==> src/rtl/gelato_fetch_skd_if.sv <==
// Fetch request channel between the warp fetch scheduler and the instruction fetch stage.
// The scheduler drives the request on the master side; downstream answers with fetch_ready.
interface gelato_fetch_skd_if #(
    parameter int WARP_NUM  = 4,
    parameter int PC_WIDTH  = 32,
    parameter int STN_WIDTH = 5
);
    logic                        fetch_valid;
    logic                        fetch_ready;
    logic [PC_WIDTH-1:0]         fetch_pc;
    logic [$clog2(WARP_NUM)-1:0] fetch_warp_num;
    logic [STN_WIDTH-1:0]        fetch_split_table_num;

    modport master (
        output fetch_valid,
        output fetch_pc,
        output fetch_warp_num,
        output fetch_split_table_num,
        input  fetch_ready
    );

    modport slave (
        input  fetch_valid,
        input  fetch_pc,
        input  fetch_warp_num,
        input  fetch_split_table_num,
        output fetch_ready
    );
endinterface

==> src/rtl/gelato_fetch_skd.sv <==
// Round-robin warp fetch scheduler with a single registered request slot and per-warp in-flight tracking.
// Optional performance counters are built when GELATO_FETCH_SKD_PERF_EN is defined.
module gelato_fetch_skd #(
    parameter int WARP_NUM  = 4,
    parameter int PC_WIDTH  = 32,
    parameter int STN_WIDTH = 5
) (
    input  logic                          clk,
    input  logic                          rst_n,
    input  logic                          rdy,
    input  logic [WARP_NUM-1:0]           pc_valid,
    input  logic [WARP_NUM*PC_WIDTH-1:0]  pc,
    input  logic [WARP_NUM*STN_WIDTH-1:0] split_table_num,
    gelato_fetch_skd_if.master            fetch,
    input  logic                          done_valid,
    input  logic [$clog2(WARP_NUM)-1:0]   done_warp_num,
    output logic [WARP_NUM-1:0]           inflight,
    output logic [31:0]                   perf_issue_cnt,
    output logic [31:0]                   perf_stall_cnt
);
    localparam int WN_W = $clog2(WARP_NUM);

    logic                 vld_p1;
    logic [PC_WIDTH-1:0]  pc_p1;
    logic [WN_W-1:0]      warp_p1;
    logic [STN_WIDTH-1:0] stn_p1;
    logic [WARP_NUM-1:0]  inflight_q;
    logic [WN_W-1:0]      rr_ptr;

    logic [WARP_NUM-1:0]  eligible;
    logic [WN_W-1:0]      sel;
    logic                 any_elig;
    logic [PC_WIDTH-1:0]  pc_sel;
    logic [STN_WIDTH-1:0] stn_sel;
    logic [WN_W-1:0]      idx;
    logic                 hs;
    logic                 load;
    logic [WARP_NUM-1:0]  done_mask;
    logic [WARP_NUM-1:0]  set_mask;
    logic [WARP_NUM-1:0]  inflight_nxt;

    assign eligible = pc_valid & ~inflight_q;

    // Stage p0: round-robin pick; scanning downwards lets the nearest warp to rr_ptr win.
    always_comb begin
        sel      = '0;
        any_elig = 1'b0;
        pc_sel   = '0;
        stn_sel  = '0;
        idx      = '0;
        for (int k = WARP_NUM - 1; k >= 0; k--) begin
            idx = rr_ptr + WN_W'(k);
            if (eligible[idx]) begin
                sel      = idx;
                any_elig = 1'b1;
                pc_sel   = pc[idx*PC_WIDTH +: PC_WIDTH];
                stn_sel  = split_table_num[idx*STN_WIDTH +: STN_WIDTH];
            end
        end
    end

    assign hs   = vld_p1 & fetch.fetch_ready;
    assign load = rdy & (~vld_p1 | fetch.fetch_ready) & any_elig;

    // A warp being set is never in flight, so set and clear never fight over one bit.
    always_comb begin
        done_mask = '0;
        set_mask  = '0;
        if (done_valid) begin
            done_mask[done_warp_num] = 1'b1;
        end
        if (load) begin
            set_mask[sel] = 1'b1;
        end
        inflight_nxt = (inflight_q & ~done_mask) | set_mask;
    end

    // Stage p1: output request slot, in-flight mask and round-robin pointer.
    always_ff @(posedge clk or negedge rst_n) begin
        if (!rst_n) begin
            vld_p1     <= 1'b0;
            pc_p1      <= '0;
            warp_p1    <= '0;
            stn_p1     <= '0;
            inflight_q <= '0;
            rr_ptr     <= '0;
        end else if (rdy) begin
            inflight_q <= inflight_nxt;
            if (load) begin
                vld_p1  <= 1'b1;
                pc_p1   <= pc_sel;
                warp_p1 <= sel;
                stn_p1  <= stn_sel;
                rr_ptr  <= sel + WN_W'(1);
            end else if (hs) begin
                vld_p1 <= 1'b0;
            end
        end
    end

    assign fetch.fetch_valid           = vld_p1;
    assign fetch.fetch_pc              = pc_p1;
    assign fetch.fetch_warp_num        = warp_p1;
    assign fetch.fetch_split_table_num = stn_p1;
    assign inflight                    = inflight_q;

`ifdef GELATO_FETCH_SKD_PERF_EN
    logic [31:0] issue_cnt_q;
    logic [31:0] stall_cnt_q;

    always_ff @(posedge clk or negedge rst_n) begin
        if (!rst_n) begin
            issue_cnt_q <= '0;
            stall_cnt_q <= '0;
        end else if (rdy) begin
            if (hs) begin
                issue_cnt_q <= issue_cnt_q + 32'd1;
            end
            if (vld_p1 && !fetch.fetch_ready) begin
                stall_cnt_q <= stall_cnt_q + 32'd1;
            end
        end
    end

    assign perf_issue_cnt = issue_cnt_q;
    assign perf_stall_cnt = stall_cnt_q;
`else
    assign perf_issue_cnt = 32'd0;
    assign perf_stall_cnt = 32'd0;
`endif
endmodule
==> src/flat_wrapper.sv <==
// flat-port wrapper written by rule: the top's interface ports become plain ports
module gelato_fetch_skd_flat 
#(
    parameter int WARP_NUM  = 4,
    parameter int PC_WIDTH  = 32,
    parameter int STN_WIDTH = 5
)
  (clk, rst_n, rdy, pc_valid, pc, split_table_num, done_valid, done_warp_num, inflight, perf_issue_cnt, perf_stall_cnt, fetch_fetch_valid, fetch_fetch_pc, fetch_fetch_warp_num, fetch_fetch_split_table_num, fetch_fetch_ready);
  gelato_fetch_skd_if #(.WARP_NUM(WARP_NUM), .PC_WIDTH(PC_WIDTH), .STN_WIDTH(STN_WIDTH)) fetch_i ();
  input  logic clk;
  input  logic rst_n;
  input  logic rdy;
  input  logic [WARP_NUM-1:0] pc_valid;
  input  logic [WARP_NUM*PC_WIDTH-1:0] pc;
  input  logic [WARP_NUM*STN_WIDTH-1:0] split_table_num;
  input  logic done_valid;
  input  logic [$clog2(WARP_NUM)-1:0] done_warp_num;
  output logic [WARP_NUM-1:0] inflight;
  output logic [31:0] perf_issue_cnt;
  output logic [31:0] perf_stall_cnt;
  output wire logic [$bits(fetch_i.fetch_valid)-1:0] fetch_fetch_valid;
  output wire logic [$bits(fetch_i.fetch_pc)-1:0] fetch_fetch_pc;
  output wire logic [$bits(fetch_i.fetch_warp_num)-1:0] fetch_fetch_warp_num;
  output wire logic [$bits(fetch_i.fetch_split_table_num)-1:0] fetch_fetch_split_table_num;
  input wire logic [$bits(fetch_i.fetch_ready)-1:0] fetch_fetch_ready;
  assign fetch_fetch_valid = fetch_i.fetch_valid;
  assign fetch_fetch_pc = fetch_i.fetch_pc;
  assign fetch_fetch_warp_num = fetch_i.fetch_warp_num;
  assign fetch_fetch_split_table_num = fetch_i.fetch_split_table_num;
  assign fetch_i.fetch_ready = fetch_fetch_ready;
  gelato_fetch_skd #(.WARP_NUM(WARP_NUM), .PC_WIDTH(PC_WIDTH), .STN_WIDTH(STN_WIDTH)) u_core (.clk(clk), .rst_n(rst_n), .rdy(rdy), .pc_valid(pc_valid), .pc(pc), .split_table_num(split_table_num), .fetch(fetch_i), .done_valid(done_valid), .done_warp_num(done_warp_num), .inflight(inflight), .perf_issue_cnt(perf_issue_cnt), .perf_stall_cnt(perf_stall_cnt));
endmodule
==> config.mk <==
export PLATFORM = sky130hd
export DESIGN_NAME = gelato_fetch_skd_flat
export DESIGN_NICKNAME = d
export VERILOG_FILES = /design/src/rtl/gelato_fetch_skd_if.sv /design/src/rtl/gelato_fetch_skd.sv /design/src/flat_wrapper.sv
export SDC_FILE = /design/constraint.sdc
export NUM_CORES = 1
export LEC_CHECK = 0
export BUFFER_PORTS_ARGS = -buffer_cell sky130_fd_sc_hd__clkbuf_2
export CAP_MARGIN = 30
export CORE_MARGIN = 1.5
export CORE_UTILIZATION = 46
export DETAILED_ROUTE_END_ITERATION = 10
export GPL_TIMING_DRIVEN = 0
export PLACE_DENSITY = 0.87
export SLEW_MARGIN = 20
export SYNTH_ARGS = -nofsm -noshare
export SYNTH_HDL_FRONTEND = slang
export SYNTH_SLANG_ARGS = --single-unit
==> constraint.sdc <==
create_clock -name clk -period 1.9 [get_ports clk]
set_input_delay 0.19 -clock clk [delete_from_list [all_inputs] [get_ports clk]]
set_output_delay 0.19 -clock clk [all_outputs]
set_load 0.01 [all_outputs]
==> results of run 1 <==
[power by group]
part,switching (uW),internal (uW)
Combinational,7170,6090
Clock,451,792
Sequential,318,1460
[layer usage]
metal	track usage	wire length, um
met1	0.411	10400
met4	0.158	1250
met2	0.564	13700
met5	0	0
met3	0.0502	2920
[kinds of logic (layout without fill, tap and decap cells)]
family / count (synthesis) / count (layout) / share of synthesized area
buffers and inverters: 149 / 398 / 0.138
DFF: 46 / 46 / 0.175
and+or+nand+nor: 236 / 236 / 0.162
AOI/OAI and AO/OA: 275 / 275 / 0.285
xor gates and xnor gates: 1 / 1 / 0.00133
muxes: 150 / 150 / 0.237
other: 1 / 64 / 0.000571
[metrics by stage]
stage           TNS, ns  instance area [sq um]
2_1_floorplan  -0.00280                   6800
3_3_place_gp     -20.95                   8040
3_5_place_dp     -21.01                   8040
4_1_cts           -2.44                   9150
5_1_grt           -7.94                   9990
6_report          -5.38                   9990
[critical path, stage by stage, from the launching register on]
cell       delay, ns
dfrtp_2         0.42
buf_8           0.17
buf_8           0.19
buf_12          0.20
mux2i_4         0.28
o22ai_1         0.15
a2111oi_2       0.47
o21ai_1         0.10
[cell usage in the layout, fill, tap and decap left out, types with 13 or more instances in the layout]
cell       instances
dfrtp_1           45
buf_12            13
and2_1            36
a2111oi_1         13
clkbuf_16         14
buf_4            102
a211oi_1          16
a221o_1           35
clkbuf_4          15
a2111oi_2         21
nand2_1          155
buf_6             20
o21ai_0           68
clkbuf_2         209
o22ai_1           35
mux2i_4           23
mux2i_1           71
o21ai_1           39
a211oi_2          21
mux2i_2           52
conb_1            64
[worst min-delay path by stage]
stage,cells after the start,to
global route,1,u_core.fetch.fetch_pc[29]$_DFFE_PN0P_
floorplan,0,u_core.fetch.fetch_pc[0]$_DFFE_PN0P_
detailed placement,1,u_core.fetch.fetch_pc[5]$_DFFE_PN0P_
global placement,4,u_core.fetch.fetch_valid$_DFFE_PN0P_
finish,1,u_core.fetch.fetch_pc[5]$_DFFE_PN0P_
CTS,1,u_core.fetch.fetch_pc[5]$_DFFE_PN0P_
[sequential cells by signal, summed over array words and instances, names as in the netlist]
signal	count
u_core.fetch.fetch_warp_num	2
u_core.fetch.fetch_split_table_num	5
u_core.inflight	4
u_core.fetch.fetch_pc	32
u_core.fetch.fetch_valid	1
u_core.rr_ptr	2
[final cells by class]
class	instances	area (sq um)	area share
multi-input combinational	726	5570	0.558
timing repair buffer	242	1520	0.152
buffer	146	1300	0.131
sequential	46	1150	0.115
tap	180	225	0.0225
clock buffer	6	139	0.0139
clock inverter	2	60.1	0.00601
inverter	2	15.0	0.00150
[timing repair]
action                                  4_1_cts  5_1_grt
pin swaps                                    42       18
cloned                                        0        9
endpoints found under the setup margin       46       46
buffers inserted                             20       11
resized for setup                           238      135
==> flow_metrics.env, run 1 <==
export IMPL_violations="hold timing, setup timing"
export IMPL_cts_root_buffer_cell="clkbuf_16"
export IMPL_synth_cell_types=46
export IMPL_cp_startpoint="u_core.rr_ptr[1]$_DFFE_PN0P_"
export IMPL_worstSetupPathType="flip-flop to flip-flop"
export IMPL_drt_iter0_drc=960
export IMPL_fillers=1066
export IMPL_ff2ff_path_depth=7
export IMPL_vias=8533
export IMPL_routed_wl_mm=28.3
export IMPL_worstMarginPinSlew_ns=0.754
export IMPL_grt_pass1_wl_mm=39.5
export IMPL_cts_buffers=5
export IMPL_cts_clk_slew_worst_paths_ns=0.08
export IMPL_final_util=0.720
export IMPL_rows=43
export IMPL_finalNetCount=1328
export IMPL_r2r_slack_ns=-0.21
export IMPL_crit_path_max_fanout=10
export IMPL_cts_buffer_depth=2
export IMPL_htreeDepth=2
export IMPL_yosysTopAreaCellShare=0.218
export IMPL_synth_common_cells="159 x nand2_1, 143 x mux2i_1, 76 x o21ai_0"
export IMPL_rr_endpoint="u_core.fetch.fetch_pc[21]$_DFFE_PN0P_"
export IMPL_area_delta_synth_final_pct=52.2
export IMPL_p_leak_uw=0.00464
export IMPL_hold_viol_final=46
export IMPL_grt_pass1_vias=7774
export IMPL_setup_ws_ns=-0.211
export IMPL_grt_setup_unrepaired="true"
export IMPL_netlist_area_sq_um=6570
export IMPL_yosys_top_cells_area="mux2i_1 22%, dfrtp_1 18%, nand2_1 9.1%, buf_4 7.9%, o21ai_0 5.8%"
export IMPL_status="finished with violations"
export IMPL_skew_ns=0.0106
export IMPL_core_sq_um=13900
export IMPL_synth_edf_count=0
export IMPL_synth_cells=858
export IMPL_hp_class="primary input to async pin"
export IMPL_worstSetupStartpointType="flip-flop"
export IMPL_gr_usage_all_layers=0.332
export IMPL_ant_nets=0
export IMPL_slew_violations=0
export IMPL_io_pin_count=267
export IMPL_max_freq_mhz=474
export IMPL_synth_flop_cell="dfrtp_1"
export IMPL_vdd_drop_max_mv=0.878
export IMPL_crit_end="u_core.fetch.fetch_pc[21]$_DFFE_PN0P_"
export IMPL_synth_area_leader_cell="mux2i_1"
export IMPL_whs_ns=-0.0194
export IMPL_async_flop_share=1.00
export IMPL_ys_seq_elements=46
export IMPL_relSlewSlack=0.497
export IMPL_final_cells=1350
export IMPL_finalCritPeriodShare=1.11
export IMPL_firstDrtPassIters=6
export IMPL_max_cap_violations=0
export IMPL_dp_final_hpwl_mm=18.3
export IMPL_required_ns=2.09
export IMPL_place_ws_ns=-0.666
export IMPL_synthMostInstantiatedCell="nand2_1"
export IMPL_avgSynthCellArea_sq_um=7.65
export IMPL_antenna_found_initial=0
export IMPL_post_route_min_period_ns=2.11
export IMPL_diodes=0
export IMPL_grt_overflow_total=0
export IMPL_port_buffers=202
export IMPL_r2r_start="u_core.rr_ptr[1]$_DFFE_PN0P_"
export IMPL_powerDensity_nw_per_um2=1630
export IMPL_ys_seq_area_frac=0.175
export IMPL_drive_gt1_frac=0.464
export IMPL_gp_congestion=0.962
export IMPL_setup_viol=38
export IMPL_die_w_um=122
export IMPL_start_util=0.473
export IMPL_crit_arrival_ns=2.30
export IMPL_grt_max_degree=47
export IMPL_hold_buffers=0
export IMPL_drc_errors=0
export IMPL_critPathCaptureType="flip-flop"
export IMPL_viasPerCell=6.32
export IMPL_cts_sinks=46
export IMPL_yosys_warnings=0
export IMPL_post_drt_wl_per_cell_um=20.9
export IMPL_power_uw=16300
export IMPL_die_area_sq_um=15000
export IMPL_insertion_delay_ns=0.31
export IMPL_dp_cells=1303
export IMPL_cts_tree="done"
export IMPL_die_y_um=122
Power figures use the tool's default switching activity.
==> run 2: changes to the inputs <==
PLACE_DENSITY = 0.89   (was 0.87)
==> flow_metrics.env, run 2 (same netlist as run 1, synthesis figures left out) <==
export IMPL_insertion_delay_ns=0.30
export IMPL_start_util=0.473
export IMPL_setup_tns_ns=-5.71
export IMPL_antenna_found_initial=0
export IMPL_die_w_um=122
export IMPL_area_delta_synth_final_pct=50.3
export IMPL_whs_ns=-0.00972
export IMPL_required_ns=2.12
export IMPL_grt_pass1_wl_mm=39.8
export IMPL_grtUsageMet1=0.405
export IMPL_power_frac_clock=0.062
export IMPL_largest_register_ffs=32
export IMPL_dp_cells=1303
export IMPL_worstSetupPathType="flip-flop to flip-flop"
export IMPL_mostFrequentLayoutCells="208 x clkbuf_2, 157 x nand2_1, 104 x buf_4, 80 x mux2i_1, 66 x o21ai_0"
export IMPL_cts_tree="done"
export IMPL_cts_buffers=5
export IMPL_drc_errors=0
export IMPL_status="finished with violations"
export IMPL_finish_instance_area_sq_um=9870
export IMPL_cts_sinks=46
export IMPL_hold_viol_final=28
export IMPL_port_buffers=202
export IMPL_die_y_um=122
export IMPL_relSlewSlack=0.481
export IMPL_p_leak_uw=0.00457
export IMPL_final_util=0.711
export IMPL_worstSetupStartpointType="flip-flop"
export IMPL_die_area_sq_um=15000
export IMPL_dp_final_hpwl_mm=18.2
export IMPL_setup_ws_ns=-0.246
export IMPL_grt_use_met2=0.594
export IMPL_finalNetCount=1324
export IMPL_drive_gt1_frac=0.456
export IMPL_critPathCaptureType="flip-flop"
export IMPL_grt_setup_unrepaired="true"
export IMPL_powerDensity_nw_per_um2=1600
export IMPL_htreeDepth=2
export IMPL_viasPerCell=6.33
export IMPL_skew_ns=0.00888
export IMPL_placed_area_sq_um=8040
export IMPL_crit_arrival_ns=2.37
export IMPL_slew_violations=0
export IMPL_worstMarginPinSlew_ns=0.778
export IMPL_core_sq_um=13900
export IMPL_io_pin_count=267
export IMPL_crit_path_max_fanout=10
export IMPL_diodes=0
export IMPL_use_met3=0.0544
export IMPL_drt_iter0_drc=1049
export IMPL_vdd_drop_max_mv=0.742
export IMPL_grt_overflow_total=0
export IMPL_r2r_slack_ns=-0.25
export IMPL_cts_clk_slew_worst_paths_ns=0.08
export IMPL_max_cap_violations=0
export IMPL_swShare=0.504
export IMPL_grt_pass1_vias=7933
export IMPL_setup_viol=38
export IMPL_firstDrtPassIters=5
export IMPL_hp_class="primary input to async pin"
export IMPL_combinationalPowerShare=0.825
export IMPL_vias=8518
export IMPL_violations="hold timing, setup timing"
export IMPL_hold_buffers=0
export IMPL_max_freq_mhz=466
export IMPL_post_route_min_period_ns=2.15
export IMPL_cts_root_buffer_cell="clkbuf_16"
export IMPL_finalCritPeriodShare=1.13
export IMPL_final_cells=1346
export IMPL_power_frac_seq=0.114
export IMPL_p_int_uw=7820
export IMPL_gp_congestion=0.918
export IMPL_layout_commonest_cell="clkbuf_2"
export IMPL_switchingPower_uw=7940
export IMPL_post_drt_wl_per_cell_um=20.9
export IMPL_routed_wl_mm=28.1
export IMPL_rows=43
export IMPL_grt_max_degree=47
export IMPL_cts_buffer_depth=2
export IMPL_gr_usage_all_layers=0.336
export IMPL_grt_most_used_layer="met2"
export IMPL_ant_nets=0
run 2: cell types whose count changed in the layout (fill, tap and decap cells not counted), moves of 5 or more:
| cell | change |
|---|---|
| o21ai_1 | +5 |
| mux2i_1 | +9 |
| mux2i_2 | -16 |
| mux2i_4 | +7 |
| buf_12 | -6 |
run 2: path summary, 6_finish.rpt:
path	start	to	cells past startpoint
max reg2reg	u_core.inflight[3]$_DFFE_PN0P_	u_core.fetch.fetch_pc[20]$_DFFE_PN0P_	9
min reg2reg	u_core.fetch.fetch_warp_num[1]$_DFFE_PN0P_	u_core.fetch.fetch_warp_num[1]$_DFFE_PN0P_	2
max in group asynchronous	rst_n	u_core.rr_ptr[1]$_DFFE_PN0P_	1
min in group clk	done_warp_num[1]	u_core.inflight[0]$_DFFE_PN0P_	3
max	u_core.inflight[3]$_DFFE_PN0P_	u_core.fetch.fetch_pc[20]$_DFFE_PN0P_	9
min	rst_n	u_core.fetch.fetch_pc[10]$_DFFE_PN0P_	1
run 2: area by class of cell:
cell class                      count  area [sq um]
Buffer                            146          1260
Clock buffer                        5           125
Clock inverter                      3          25.0
Fill cell                        1072          4020
Inverter                            2          12.5
Multi-Input combinational cell    726          5640
Sequential cell                    46          1150
Tap cell                          180           225
Timing Repair Buffer              238          1420
run 2: power by group through the flow:
stage / sequential, uW / combinational [uW] / clock (uW)
floorplan: 1940 / 6180 / 0
global placement: 1760 / 8790 / 0
detailed placement: 1770 / 8940 / 0
CTS: 1750 / 10900 / 957
global route: 1830 / 13700 / 1010
finish: 1790 / 13000 / 973
run 2: routing by layer:
layer  wire [um]  vias up
met5           0        -
met4        1090        0
met3        2860      137
met2       13800      722
met1       10300     3958
li1            -     3701
run 2: through the flow:
stage          hold WS [ns]  setup WS [ns]  power [uW]
6_report           -0.00972         -0.246       15800
5_1_grt              0.0390         -0.331       16500
4_1_cts             0.00460        -0.0939       13700
3_5_place_dp          0.327         -0.584       10700
3_3_place_gp          0.461         -0.584       10500
2_1_floorplan        -0.106       -0.00280        8110
run 2: critical path, cell delays in order (launching register included):
cell       delay [ns]
dfrtp_1          0.41
nor2b_1          0.11
buf_4            0.17
nand2_1          0.07
mux4_2           0.49
buf_8            0.16
buf_6            0.15
a211oi_2         0.28
a2111oi_2        0.07
o21ai_1          0.16
run 2: timing repair:
action,4_1_cts,5_1_grt
gates cloned,0,6
resized for setup,230,137
pin swaps,29,30
endpoints found under the setup margin,46,45
buffers inserted,25,5
